$ cat src/rtl/mem_stage_pkg.sv
// Shared types and helpers for the EX->MEM stage: FSM states, RV32 funct3 codes, size/alignment/strobe helpers.
// Latency: none (types and pure functions only).
// Backpressure: not applicable.
package mem_stage_pkg;

   typedef enum logic [1:0] {
      S_IDLE = 2'd0,
      S_REQ  = 2'd1,
      S_RESP = 2'd2
   } state_e;

   localparam logic [2:0] F3_B  = 3'b000;
   localparam logic [2:0] F3_H  = 3'b001;
   localparam logic [2:0] F3_W  = 3'b010;
   localparam logic [2:0] F3_BU = 3'b100;
   localparam logic [2:0] F3_HU = 3'b101;

   // Access size comes from funct3[1:0]; anything not byte/half is treated as a word.
   function automatic logic is_byte(input logic [2:0] f3);
      return f3[1:0] == 2'b00;
   endfunction

   function automatic logic is_half(input logic [2:0] f3);
      return f3[1:0] == 2'b01;
   endfunction

   function automatic logic is_misaligned(input logic [2:0] f3, input logic [1:0] off);
      if (is_byte(f3))      return 1'b0;
      else if (is_half(f3)) return off[0];
      else                  return off != 2'b00;
   endfunction

   function automatic logic [3:0] strobe4(input logic [2:0] f3, input logic [1:0] off);
      if (is_byte(f3))      return 4'b0001 << off;
      else if (is_half(f3)) return 4'b0011 << {off[1], 1'b0};
      else                  return 4'b1111;
   endfunction

endpackage

$ cat src/rtl/stage_memory_access_load_extend.sv
// Load lane select plus sign/zero extension of the returned memory word.
// Latency: combinational.
// Backpressure: none.
module load_extend
   import mem_stage_pkg::*;
#(
   parameter int XLEN = 32
) (
   input  logic [XLEN-1:0] word,
   input  logic [1:0]      offset,
   input  logic [2:0]      funct3,
   output logic [XLEN-1:0] data
);

   logic [7:0]  lane_b;
   logic [15:0] lane_h;

   // pick the addressed byte/half, then extend according to funct3
   always_comb begin
      lane_b = word[{offset, 3'b000} +: 8];
      lane_h = word[{offset[1], 4'b0000} +: 16];
      case (funct3)
         F3_B:    data = {{(XLEN-8){lane_b[7]}}, lane_b};
         F3_BU:   data = {{(XLEN-8){1'b0}}, lane_b};
         F3_H:    data = {{(XLEN-16){lane_h[15]}}, lane_h};
         F3_HU:   data = {{(XLEN-16){1'b0}}, lane_h};
         default: data = word;
      endcase
   end

endmodule

$ cat src/rtl/stage_memory_access.sv
// EX->MEM pipeline register with data-memory load/store access over a valid/ready request, valid response port.
// Latency: 1 cycle for non-memory/misaligned ops; memory ops complete the cycle after the response.
// Backpressure: stall held high from the cycle after capture of an aligned memory op through the response cycle.
module stage_memory_access
   import mem_stage_pkg::*;
#(
   parameter int XLEN       = 32,
   parameter int REG_ADDR_W = 5,
   parameter int RES_SRC_W  = 2
) (
   input  logic                  clk,
   input  logic                  rst,
   input  logic                  ex_valid,
   input  logic                  flush,
   input  logic [REG_ADDR_W-1:0] ex_rd,
   input  logic [XLEN-1:0]       ex_alu_result,
   input  logic [XLEN-1:0]       ex_instr_addr_plus,
   input  logic [RES_SRC_W-1:0]  ex_result_src,
   input  logic                  ex_wr_enable,
   input  logic                  ex_mem_read,
   input  logic                  ex_mem_write,
   input  logic [2:0]            ex_funct3,
   input  logic [XLEN-1:0]       ex_store_data,
   output logic                  stall,
   output logic                  dmem_req_valid,
   input  logic                  dmem_req_ready,
   output logic [XLEN-1:0]       dmem_req_addr,
   output logic                  dmem_req_we,
   output logic [XLEN/8-1:0]     dmem_req_wstrb,
   output logic [XLEN-1:0]       dmem_req_wdata,
   input  logic                  dmem_rsp_valid,
   input  logic [XLEN-1:0]       dmem_rsp_rdata,
   output logic                  mem_valid,
   output logic [REG_ADDR_W-1:0] mem_rd,
   output logic [XLEN-1:0]       mem_alu_result,
   output logic [XLEN-1:0]       mem_instr_addr_plus,
   output logic [RES_SRC_W-1:0]  mem_result_src,
   output logic                  mem_wr_enable,
   output logic [XLEN-1:0]       mem_read_data,
   output logic                  mem_misaligned
);

   state_e          state, state_nxt;
   logic            held_wr_enable, held_read, held_write;
   logic [2:0]      held_funct3;
   logic [XLEN-1:0] held_store_data;
   logic [XLEN-1:0] load_data;
   logic            capture, live, is_mem, misaligned, issue, in_req;

   // A new bundle is taken whenever no access is outstanding.
   assign capture    = (state == S_IDLE);
   assign live       = ex_valid & ~flush;
   assign is_mem     = ex_mem_read | ex_mem_write;
   assign misaligned = is_misaligned(ex_funct3, ex_alu_result[1:0]);
   assign issue      = live & is_mem & ~misaligned;
   assign in_req     = (state == S_REQ);
   assign stall      = (state != S_IDLE);

   // state register
   always_ff @(posedge clk or posedge rst) begin
      if (rst) state <= S_IDLE;
      else     state <= state_nxt;
   end

   // next-state: IDLE -> REQ on issue, REQ -> RESP on accept, RESP -> IDLE on response
   always_comb begin
      state_nxt = state;
      case (state)
         S_IDLE:  if (issue)          state_nxt = S_REQ;
         S_REQ:   if (dmem_req_ready) state_nxt = S_RESP;
         S_RESP:  if (dmem_rsp_valid) state_nxt = S_IDLE;
         default:                     state_nxt = S_IDLE;
      endcase
   end

   // request fields come from the held bundle and are only driven while the request is up
   always_comb begin
      dmem_req_valid = in_req;
      dmem_req_addr  = '0;
      dmem_req_we    = 1'b0;
      dmem_req_wstrb = '0;
      dmem_req_wdata = '0;
      if (in_req) begin
         dmem_req_addr = {mem_alu_result[XLEN-1:2], 2'b00};
         dmem_req_we   = held_write;
         if (held_write) begin
            dmem_req_wstrb[3:0] = strobe4(held_funct3, mem_alu_result[1:0]);
            for (int i = 0; i < XLEN/8; i++) begin
               if (is_byte(held_funct3))      dmem_req_wdata[8*i +: 8] = held_store_data[7:0];
               else if (is_half(held_funct3)) dmem_req_wdata[8*i +: 8] = held_store_data[8*(i%2) +: 8];
               else                           dmem_req_wdata[8*i +: 8] = held_store_data[8*i +: 8];
            end
         end
      end
   end

   load_extend #(.XLEN(XLEN)) u_load_extend (
      .word   (dmem_rsp_rdata),
      .offset (mem_alu_result[1:0]),
      .funct3 (held_funct3),
      .data   (load_data)
   );

   // bundle capture and completion; mem_valid is a one-cycle pulse per retired instruction
   always_ff @(posedge clk or posedge rst) begin
      if (rst) begin
         mem_valid           <= 1'b0;
         mem_rd              <= '0;
         mem_alu_result      <= '0;
         mem_instr_addr_plus <= '0;
         mem_result_src      <= '0;
         mem_read_data       <= '0;
         mem_misaligned      <= 1'b0;
         held_wr_enable      <= 1'b0;
         held_read           <= 1'b0;
         held_write          <= 1'b0;
         held_funct3         <= '0;
         held_store_data     <= '0;
      end else if (capture) begin
         mem_valid           <= live & ~issue;
         mem_rd              <= ex_rd;
         mem_alu_result      <= ex_alu_result;
         mem_instr_addr_plus <= ex_instr_addr_plus;
         mem_result_src      <= ex_result_src;
         mem_read_data       <= '0;
         mem_misaligned      <= live & is_mem & misaligned;
         held_wr_enable      <= ex_wr_enable;
         held_read           <= ex_mem_read;
         held_write          <= ex_mem_write;
         held_funct3         <= ex_funct3;
         held_store_data     <= ex_store_data;
      end else if (state == S_RESP && dmem_rsp_valid) begin
         mem_valid     <= 1'b1;
         mem_read_data <= (held_read & ~held_write) ? load_data : '0;
      end else begin
         mem_valid <= 1'b0;
      end
   end

   assign mem_wr_enable = held_wr_enable & mem_valid & ~mem_misaligned;

endmodule
$ cat config.mk
export PLATFORM = sky130hd
export DESIGN_NAME = stage_memory_access
export DESIGN_NICKNAME = d
export VERILOG_FILES = /design/src/rtl/mem_stage_pkg.sv /design/src/rtl/stage_memory_access_load_extend.sv /design/src/rtl/stage_memory_access.sv
export SDC_FILE = /design/constraint.sdc
export NUM_CORES = 1
export LEC_CHECK = 0
export ABC_AREA = 1
export BUFFER_PORTS_ARGS = -buffer_cell sky130_fd_sc_hd__buf_2
export CAP_MARGIN = 20
export CELL_PAD_IN_SITES_DETAIL_PLACEMENT = 2
export CELL_PAD_IN_SITES_GLOBAL_PLACEMENT = 2
export CORE_ASPECT_RATIO = 2
export CORE_UTILIZATION = 22
export CTS_CLUSTER_SIZE = 40
export DETAILED_ROUTE_END_ITERATION = 10
export PLACE_DENSITY_LB_ADDON = 0.1
export REMOVE_ABC_BUFFERS = 1
export SETUP_SLACK_MARGIN = 0.05
export SLEW_MARGIN = 10
export SYNTH_ARGS = -nofsm -noshare
export SYNTH_HDL_FRONTEND = slang
export SYNTH_SLANG_ARGS = --single-unit
export TNS_END_PERCENT = 100
$ cat constraint.sdc
create_clock -name clk -period 4.1 [get_ports clk]
set_input_delay 0.205 -clock clk [delete_from_list [all_inputs] [get_ports clk]]
set_output_delay 0.205 -clock clk [all_outputs]
set_load 0.03 [all_outputs]
==> results by group, run 1 <==
Critical path
  • CP Capture Type: primary output
  • CP Max Fanout: 32
  • Worst EP required: between 3 and 4 ns
  • WP data arrival: 2.59 ns
  • Critical path's slowest cell: inv_2
  • Max incr delay on CP: ~0.47 ns
  • CP Buf/Inv Count: 5
  • CP delay by family, top: buffers and inverters
  • Crit Path Class: reg -> out
  • Crit path cell chain: inv_1 > nor2_2 > inv_2 > nor2_1 > buf_4 > inv_2 > nor2_1 > buf_2
  • Startpoint Class: flip-flop

STA
  • Final Hold Viols: 2
  • Final period util: 68.2%
  • Skew final: between 0.01 and 0.015 ns
  • Tightest Pin Transition: slightly below 1 ns
  • Final setup vio count: 0
  • Fmax: 358 MHz
  • Hold Worst Slack: -0.00178 ns
  • Slew Limit Headroom: 35.3%
  • RSZ-0062 raised after global routing: no
  • Fin. max-slew vios: 0
  • Tmin final: between 2 and 3 ns

Global route
  • Vias in the first global route: about 8700
  • Total grt overflow: 0
  • Initial antenna violation count: 1
  • All-layer global routing usage: about a fifth
  • Largest net degree at the start of global routing: 98
  • First-pass GRT wire length: roughly 48 mm

Die
  • Initial Util: 22.5%
  • Die Area: approximately 0.032 mm^2
  • I/O Pins: between 300 and 400
  • Cell row count: 90
  • Chip width: approximately 130 um
  • Core Area: 0.0303 mm^2
  • Die extent in y: between 200 and 300 um

Pwr
  • Final Total Pwr: a little over 5 mW
  • PwrDens: between 400 and 500 mW/mm^2
  • P_leak: a little over 6 nW
  • Maximum VDD drop: 276 uV

Finish
  • Area Growth Syn to Fin: 53.2%
  • Most common cell after layout, fill and taps aside: nand2_1
  • Final Cell Area: about 0.010 mm^2
  • Layout cells sized above 1: 28.1%
  • Final net count: around 1500
  • # fillers: 3614
  • Most frequent cells in the layout: nand2_1, buf_2, dfrtp_1, dlygate4sd3_1, nor2_1

Routing
  • Number of routed nets with antenna violations: 0
  • Total number of vias: around 7600
  • Routed len/inst: about 18 um
  • Post-Route WL: roughly 31 mm
  • DR iter-0 viols: 169
  • Vias per std cell: 4.44
  • First drt pass iteration count: 4
  • # DRC: 0

Clocking
  • H-Tree Depth: 4
  • Clock Path Buffers: 2
  • Clock sinks: between 100 and 150
  • Root buf cell: clkbuf_16
  • CTS tree: yes
  • Clock transition at path regs: 0.07 ns
  • Cts bufs inserted: 17
  • CTS resizes: 0
  • Worst-skew pair later-pin latency: 0.44 ns

Synth
  • Sequential fraction of the synthesis area: approximately 53%
  • Post-Synthesis Cells: between 900 and 1000
  • Area of the mapped netlist: 0.00683 mm^2
  • Post-synthesis cell type count: 27
  • Syn_area_per_cell: ~7.4 um^2
  • YS warnings: 0
  • Seq cells post-synth: approximately 150

Worst hold path
  • Hold crit path type: in -> async

Outcome
  • Outcome: finished with violations
  • Failing checks: negative hold slack

Flow run
  • Max Cap Viol: 0

Place
  • DP Wirelength: roughly 22 mm
  • RePlAce Congestion: just under 0.8
  • Area post-placement: around 0.0088 mm^2
  • Port buffer count: 321
## flip-flops by register name, summed over array words and instances (netlist names)
register,flops
mem_result_src,2
mem_valid,1
held_read,1
mem_misaligned,1
state,2
mem_alu_result,32
held_store_data,32
held_funct3,3
held_wr_enable,1
mem_instr_addr_plus,32
mem_read_data,32
mem_rd,5
held_write,1
## per-layer routing
layer  share of wire (%)  global-route usage, %  vias to the layer above  wire length, um
met3                 4.8                   5.32                       37             1500
met1                  35                   18.7                     3727            10800
met2                  57                   40.5                      225            17800
met4                 3.0                   8.40                        0              943
li1                    -                      -                     3618                -
met5                   0                      0                        -                0
## logic make-up after synthesis
family | synth area share, %
DFF | 53.2
and+or+nand+nor | 31.9
other | 0.0549
AOI/OAI and AO/OA | 7.04
buffers and inverters | 7.84
## layout make-up
class | count | area, um^2 | area share [%]
repair buffers | 441 | 2790 | 26.6
flip-flops and latches | 145 | 3630 | 34.7
multi-input cells | 647 | 2680 | 25.7
inverters | 79 | 304 | 2.91
well taps | 368 | 460 | 4.40
clock inverters | 11 | 130 | 1.24
diodes | 1 | 2.50 | 0.0239
clock buffers | 21 | 460 | 4.40
## synth_stat cells
cell,number,share of area (%)
clkbuf_1,20,1.1
nand4_1,1,0.092
nand3_2,1,0.15
inv_4,1,0.092
o21ai_0,71,5.2
o31ai_1,1,0.11
nor2_4,3,0.49
buf_4,4,0.44
buf_6,1,0.16
o21ai_1,2,0.15
nand2_1,417,23
a21oi_1,18,1.3
nand2_4,2,0.33
conb_1,1,0.055
nor3_2,1,0.15
nor3_1,1,0.073
inv_1,73,4.0
a21o_1,1,0.11
buf_8,1,0.22
nand3_1,43,3.2
o211a_1,1,0.15
buf_2,18,1.3
inv_2,5,0.27
buf_1,4,0.22
nor2_2,1,0.092
dfrtp_1,145,53
nor2_1,81,4.5
## power by group
part	internal, mW	switching (mW)	total, mW
registers	1.65	0.140	1.79
clock network	0.932	0.682	1.61
logic	0.459	1.17	1.63
total	3.04	1.99	5.03
## metrics by stage
| step | cells | hold WS (ns) | setup slack (ns) | setup TNS, ns | utilization (%) |
|---|---|---|---|---|---|
| 6_report | 1713 | -0.00178 | 1.30 | 0 | 34.5 |
| 5_1_grt | 1713 | 0.0344 | 1.05 | 0 | 34.5 |
| 4_1_cts | 1712 | 0.0268 | 1.17 | 0 | 34.5 |
| 3_5_place_dp | 1569 | 0.414 | 1.67 | 0 | 28.9 |
| 3_3_place_gp | 1569 | 0.405 | 1.73 | 0 | 28.9 |
| 2_1_floorplan | 871 | 0.300 | -3.25 | -262.42 | - |
## worst paths after layout
check,cells after the start,to,from,slack (ns)
min in group clk,3,held_funct3[2],ex_funct3[2],0.04
max in group asynchronous,3,held_store_data[7],rst,3.08
max,8,dmem_req_wdata[8],state[0],1.30
min,2,mem_instr_addr_plus[12],rst,-0.002
min reg2reg,2,mem_instr_addr_plus[6],mem_instr_addr_plus[6],0.46
max reg2reg,5,mem_rd[3],state[1],1.79
## what timing repair did
action / CTS / global route
setup buffers: 0 / 0
hold buffers: 111 / 0
hold endpoints to repair: 110 / 0
Power figures use the tool's default switching activity.
==> run 2, diff against run 1 <==
Clock period 4.1 ns to 2.3 ns, I/O delays scaled along.
==> run 2 against run 1 <==
Net effect:
- the run now ends clean
- die area unchanged
- clock skew up 0.0014 ns
- utilization up 0.43 points
- register-to-register slack worse by 1.3 ns
- global-route usage about the same
- critical path depth unchanged
- via count up 0.80%
- critical path type unchanged
- largest cell class unchanged
- largest power group unchanged
- highest routed layer unchanged
==> results by group, run 2 (synthesis results as in run 1) <==
Die
  • Initial Util: 22.5% (unchanged)
  • Core Area: 0.0303 mm^2 (unchanged)
  • Die extent in y: 251 um (unchanged)
  • I/O Pins: 324 (unchanged)
  • Cell row count: 90 (unchanged)
  • Die Area: 0.0318 mm^2 (unchanged)
  • Chip width: 127 um (unchanged)

Finish
  • Final net count: 1491 (+0.88%)
  • Storage element area: 0.00363 mm^2 (about the same)
  • Multi-input logic area: 0.00269 mm^2 (+0.19%)
  • Area Growth Syn to Fin: 55.1%
  • Most common cell after layout, fill and taps aside: nand2_1
  • Layout cells sized above 1: 28.6% (+0.54 points)
  • Layout Cells excl Fill: 1726 (+0.76%)
  • Final Cell Area: 0.0106 mm^2 (+1.2%)
  • Most frequent cells in the layout: nand2_1, buf_2, dfrtp_1, dlygate4sd3_1, nor2_1
  • # fillers: 3652 (+1.1%)

Global route
  • Vias in the first global route: 8565 (-1.2%)
  • Initial antenna violation count: 1 (unchanged)
  • Largest net degree at the start of global routing: 157 (+60%)
  • Total grt overflow: 0 (unchanged)
  • First-pass GRT wire length: 48.2 mm (+0.42%)
  • All-layer global routing usage: 20.3% (+0.043 points)

Pwr
  • Sequential power share: 35.8% (+0.3 points)
  • P_leak: 6.10 nW (+0.98%)
  • Maximum VDD drop: 509 uV (+84%)
  • Internal: 5.31 mW (+75%)
  • Final Total Pwr: 8.86 mW (+76%)
  • PwrDens: 837 mW/mm^2 (+74%)
  • Sw power: 3.54 mW (+78%)
  • Clock power frac: 30.7% (-1.4 points)
  • Combinational Power Share: 33.5% (+1.2 points)
  • Net Sw Frac: 40.0% (+0.43 points)

Critical path
  • Max incr delay on CP: 0.41 ns (-0.06 ns)
  • Crit path cell chain: inv_1 > nor2_2 > inv_2 > nor2_1 > buf_4 > nand2_1 > a21oi_1 > buf_2
  • Crit Path Class: reg -> out
  • Startpoint Class: flip-flop
  • Critical path's slowest cell: dfrtp_1
  • WP data arrival: 2.00 ns (-0.59 ns)
  • R2R Path Start: held_funct3[1]
  • Worst EP required: 2.18 ns (-1.71 ns)
  • CP Max Fanout: 10 (-69%)
  • CP Capture Type: primary output
  • R2r setup slk: 0.47 ns (-1.32 ns)
  • Worst R2R Path Depth: 7 (+2)
  • R2r endpoint: mem_read_data[6]

Routing
  • DR iter-0 viols: 176 (+4.1%)
  • Number of routed nets with antenna violations: 0 (unchanged)
  • Routed len/inst: 18.1 um (about the same)
  • First drt pass iteration count: 5 (+1)
  • Post-Route WL: 31.3 mm (+0.74%)
  • Vias per std cell: 4.44 (about the same)
  • Total number of vias: 7668 (+0.80%)
  • # DRC: 0 (unchanged)

Worst hold path
  • Worst hold start: ex_valid
  • Worst hold endpoint: mem_valid
  • Worst hold path depth: 3
  • Hold crit path type: in -> reg

Clocking
  • Root buf cell: clkbuf_16
  • H-Tree Depth: 4 (unchanged)
  • Worst-skew pair later-pin latency: 0.44 ns (about the same)
  • CTS tree: yes
  • Clock sinks: 145 (unchanged)
  • Cts bufs inserted: 17 (unchanged)
  • Clock Path Buffers: 2 (unchanged)
  • Clock transition at path regs: 0.06 ns (about the same)

Flow run
  • Max Cap Viol: 0 (unchanged)

STA
  • Fmax: roughly 470 MHz
  • Skew final: 0.0134 ns (+0.00143 ns)
  • Final Hold Viols: 0 (-2)
  • Hold Worst Slack: 0.0235 ns (+0.0253 ns)
  • Slew Limit Headroom: 53.8% (+18 points)
  • Tmin final: between 2 and 2.5 ns
  • Tightest Pin Transition: 0.693 ns (-0.277 ns)
  • Final period util: between 90% and 100%
  • Final setup vio count: 0 (unchanged)
  • RSZ-0062 raised after global routing: yes
  • Fin. max-slew vios: 0 (unchanged)

Outcome
  • Outcome: finished, final reports clean

Place
  • RePlAce Congestion: 0.754 (-3.2%)
  • Post-Place Cells: 1573 (+0.25%)
  • DP Wirelength: 22.5 mm (about the same)
  • Area post-placement: 0.00882 mm^2 (+0.77%)
  • Port buffer count: 321 (unchanged)
[run 2: cell count changes in the layout (fill, tap and decap cells not counted), moves of 3 or more]
cell           before  now
dlygate4sd3_1     111  118
buf_12              0    3
clkinv_2            1    5
buf_4               9   12
[run 2: metrics by stage]
step | worst slack, ns | TNS [ns] | util [%]
finish | 0.186 | 0 | 34.9
global route | 0.0323 | 0 | 34.9
CTS | 0.0552 | 0 | 34.9
detailed placement | 0.500 | 0 | 29.1
global placement | 0.530 | 0 | 29.1
floorplan | -5.05 | -725.73 | -
[run 2: worst max-delay path: cells and delay by family, from the launching register on]
family | cells | cell delay, ns
flip-flops | 1 | 0.41
AO/OA/AOI/OAI | 1 | 0.11
AND/OR/NAND/NOR | 3 | 0.42
buffers and inverters | 4 | 0.63
[run 2: repair_timing]
item                                    4_1_cts  5_1_grt
pin swaps                                     0        1
endpoints found under the setup margin        1       15
resized for setup                             1        5
buffers inserted                              0        2
hold endpoints to repair                    154        0
hold buffers                                118        0
[run 2: cell type report]
type	instances	area share [%]
clock buffers	19	4.18
repair buffers	454	27.8
well taps	368	4.35
inverters	79	2.93
multi-input cells	647	25.4
flip-flops and latches	145	34.3
diodes	1	0.0236
clock inverters	13	1.06
[run 2: how the worst max path moves through the flow]
| stage | startpoint | end | cells after the start |
|---|---|---|---|
| after global routing | state[0] | dmem_req_wstrb[3] | 8 |
| after CTS | held_funct3[1] | dmem_req_wdata[30] | 8 |
| after floorplan | state[1] | mem_read_data[31] | 5 |
| after global placement | mem_alu_result[1] | dmem_req_wstrb[1] | 5 |
| after detailed placement | held_funct3[1] | mem_read_data[6] | 7 |
| final | state[0] | dmem_req_wstrb[3] | 8 |
[run 2: power groups by stage]
stage                     sequential, mW  combinational (mW)  clock [mW]
after floorplan                     3.72                1.26           0
after global placement              3.20                2.81           0
after detailed placement            3.21                2.85           0
after CTS                           3.17                3.02        2.82
after global routing                3.22                3.26        2.90
final                               3.17                2.97        2.72
[run 2: metal layers]
metal  vias up  share of wire [%]  global-route usage (%)
met3        39                4.5                    4.13
met4         0                3.4                    9.71
met2       216                 57                    40.4
met1      3771                 35                    19.2
li1       3642                  -                       -
met5         -                  0                       0
==> run 3, diff against run 2 <==
Settings changed: ABC_AREA 1 to 0, CORE_UTILIZATION 22 to 25.
==> run 3 against run 2 <==
Net effect:
- via count fell by 19%
- die area shrank 13%
- sequential power fell by 2%
- maximum frequency is 3.6% higher
- wire length decreased by 12%
- first-iteration DRC count up 11%
- area after synthesis decreased by 1.7%
- worst hold slack got worse by 0.015 ns
- cell area is 0.13% higher
- power is 3.4% lower
- clock power increased by 8.8%
- clock skew fell by 0.0057 ns
- critical path type unchanged
- critical endpoint is now dmem_req_wdata[8]
==> results by group, run 3 <==
Outcome
  • Outcome: finished, final reports clean

Critical path
  • R2r setup slk: 0.49 ns (+0.02 ns)
  • CP Max Fanout: 29 (+19)
  • CP Capture Type: primary output
  • Startpoint Class: flip-flop
  • R2R Path Start: mem_alu_result[1]
  • Worst R2R Path Depth: 4 (-3)
  • WP data arrival: 1.93 ns (-0.07 ns)
  • Worst EP required: 2.18 ns (about the same)
  • Crit Path Class: reg -> out
  • R2r endpoint: mem_read_data[11]

Routing
  • Vias per std cell: 4.60 (+3.6%)
  • Post-Route WL: 27.6 mm (-12%)
  • DR iter-0 viols: 196 (+11%)
  • Routed len/inst: 20.3 um (+12%)
  • Number of routed nets with antenna violations: 0 (unchanged)
  • Total number of vias: 6249 (-19%)
  • First drt pass iteration count: 4 (-1)
  • # DRC: 0 (unchanged)

Global route
  • Vias in the first global route: 7474 (-13%)
  • All-layer global routing usage: 20.5% (+0.18 points)
  • Total grt overflow: 0 (unchanged)
  • Initial antenna violation count: 1 (unchanged)
  • First-pass GRT wire length: 42.1 mm (-13%)
  • Largest net degree at the start of global routing: 72 (-54%)

Finish
  • Most frequent cells in the layout: buf_2, dfrtp_1, dlygate4sd3_1, mux2_2, nand2_1
  • Final net count: 1148 (-23%)
  • Layout cells sized above 1: 49.8% (+21 points)
  • # fillers: 2840 (-22%)
  • Final Cell Area: 0.0106 mm^2 (+0.13%)
  • Util after Layout: 40.2% (+5.2 points)
  • Area Growth Syn to Fin: 57.9%
  • Most common cell after layout, fill and taps aside: buf_2

Clocking
  • Clock Path Buffers: 2 (unchanged)
  • Worst-skew pair later-pin latency: 0.43 ns (about the same)
  • CTS resizes: 0 (-1)
  • Cts bufs inserted: 17 (unchanged)
  • Clock transition at path regs: 0.06 ns (about the same)
  • Clock sinks: 145 (unchanged)
  • CTS tree: yes
  • H-Tree Depth: 4 (unchanged)
  • Root buf cell: clkbuf_16

Pwr
  • P_leak: 5.23 nW (-14%)
  • Final Total Pwr: 8.56 mW (-3.4%)
  • PwrDens: 807 mW/mm^2 (-3.5%)
  • Maximum VDD drop: 455 uV (-11%)

STA
  • RSZ-0062 raised after global routing: no
  • Fmax: 490 MHz (+3.6%)
  • Final period util: 88.7% (-3.2 points)
  • Skew final: 0.00773 ns (-0.00566 ns)
  • Final Hold Viols: 0 (unchanged)
  • Fin. max-slew vios: 0 (unchanged)
  • Slew Limit Headroom: 57.9% (+4.1 points)
  • Tmin final: 2.04 ns (-0.0736 ns)
  • TNS Setup: 0 ns (unchanged)
  • Final setup vio count: 0 (unchanged)
  • Tightest Pin Transition: 0.629 ns (-0.0649 ns)
  • Hold Worst Slack: 0.00854 ns (-0.0150 ns)

Die
  • Die extent in y: 234 um (-6.9%)
  • Initial Util: 25.4% (+2.9 points)
  • Chip width: 118 um (-6.9%)
  • Core Area: 0.0264 mm^2 (-13%)
  • I/O Pins: 324 (unchanged)
  • Die Area: 0.0275 mm^2 (-13%)
  • Cell row count: 84 (-6.7%)

Synth
  • Post-Synthesis Cells: 557 (-39%)
  • Syn_area_per_cell: 12.0 um^2 (+62%)
  • Sequential fraction of the synthesis area: 54.1% (+0.91 points)
  • FFs w/ async S/R, synth: 100% (unchanged)
  • Top_reg_cell synth: dfrtp_1
  • Post-synthesis cell type count: 39 (+44%)
  • Area of the mapped netlist: 0.00671 mm^2 (-1.7%)
  • Synth area leaders: dfrtp_1, mux2_2, a22o_1, and2_1, mux2i_1
  • Seq cells post-synth: 145 (unchanged)
  • Area leader, netlist: dfrtp_1
  • YS warnings: 0 (unchanged)
  • Yosys top cell area share: 54.1% (+0.91 points)
  • Most instantiated cells after synthesis: dfrtp_1, mux2_2, nand2_1
  • Post-synth EDFFs: 0 (unchanged)
  • Count leader, synth: dfrtp_1

Worst hold path
  • Worst hold path depth: 3 (unchanged)
  • Worst hold endpoint: mem_alu_result[1]
  • Hold crit path type: in -> reg
  • Worst hold start: ex_alu_result[1]

Place
  • Area post-placement: 0.00878 mm^2 (-0.40%)
  • DP Wirelength: 19.8 mm (-12%)
  • RePlAce Congestion: 0.766 (+1.6%)
  • Port buffer count: 321 (unchanged)

Flow run
  • Max Cap Viol: 0 (unchanged)
[run 3: report_power, final]
group	internal, mW	switching [mW]
clock network	1.81	1.15
registers	2.86	0.247
logic	1.01	1.47
total	5.69	2.87
[run 3: routing by layer]
metal  share of wire, %  routed length [um]  track usage (%)  vias to the layer above
met5                  0                   0                0                        -
met4                3.3                 919             10.3                        0
met3                4.8                1310             4.74                       48
met2                 59               16400             41.5                      222
met1                 33                8990             18.4                     3133
li1                   -                   -                -                     2846
[run 3: layout make-up]
class,instances,area (um^2),share of cell area (%)
Clock inverter,13,188,1.77
Timing Repair Buffer,464,3000,28.3
Tap cell,344,430,4.06
Inverter,8,35.0,0.331
Clock buffer,18,429,4.05
Multi-Input combinational cell,365,2880,27.2
Sequential cell,145,3630,34.2
Antenna cell,1,2.50,0.0236
[run 3: kinds of logic (layout without fill, tap and decap cells)]
| logic type | count (synthesis) | count (layout) | share of synthesized area (%) |
|---|---|---|---|
| compound gates | 91 | 91 | 9.64 |
| buf+inv | 48 | 503 | 3.28 |
| flops | 145 | 145 | 54.1 |
| mux | 133 | 133 | 22.4 |
| simple gates | 139 | 139 | 10.6 |
| other cells | 1 | 3 | 0.0559 |
[run 3: stage by stage]
step	cells	setup WS (ns)
floorplan	518	-1.83
global placement	1206	0.545
detailed placement	1206	0.484
CTS	1357	0.207
global route	1358	0.142
finish	1358	0.259
[run 3: worst max-delay path, stage by stage, from the launching register on]
cell,delay [ns]
dfrtp_1,0.49
nor2b_4,0.24
nand2_1,0.07
buf_4,0.25
a21oi_1,0.23
buf_2,0.24
[run 3: how the worst max path moves through the flow]
stage                      start  slack [ns]  depth (start not counted)            endpoint
3_5_place_dp   mem_alu_result[1]        0.48                          4   mem_read_data[11]
2_1_floorplan           state[1]       -1.83                          3      held_funct3[0]
6_report                state[0]        0.26                          5   dmem_req_wdata[8]
3_3_place_gp            state[0]        0.54                          5    mem_read_data[7]
4_1_cts                 state[0]        0.21                          5  dmem_req_wdata[29]
5_1_grt        mem_alu_result[1]        0.14                          5   dmem_req_wstrb[2]
[run 3: timing repair]
action / 4_1_cts / 5_1_grt
setup buffers: 2 / 0
hold buffers: 118 / 0
setup endpoints to repair: 3 / 0
endpoints found under the hold margin: 167 / 0
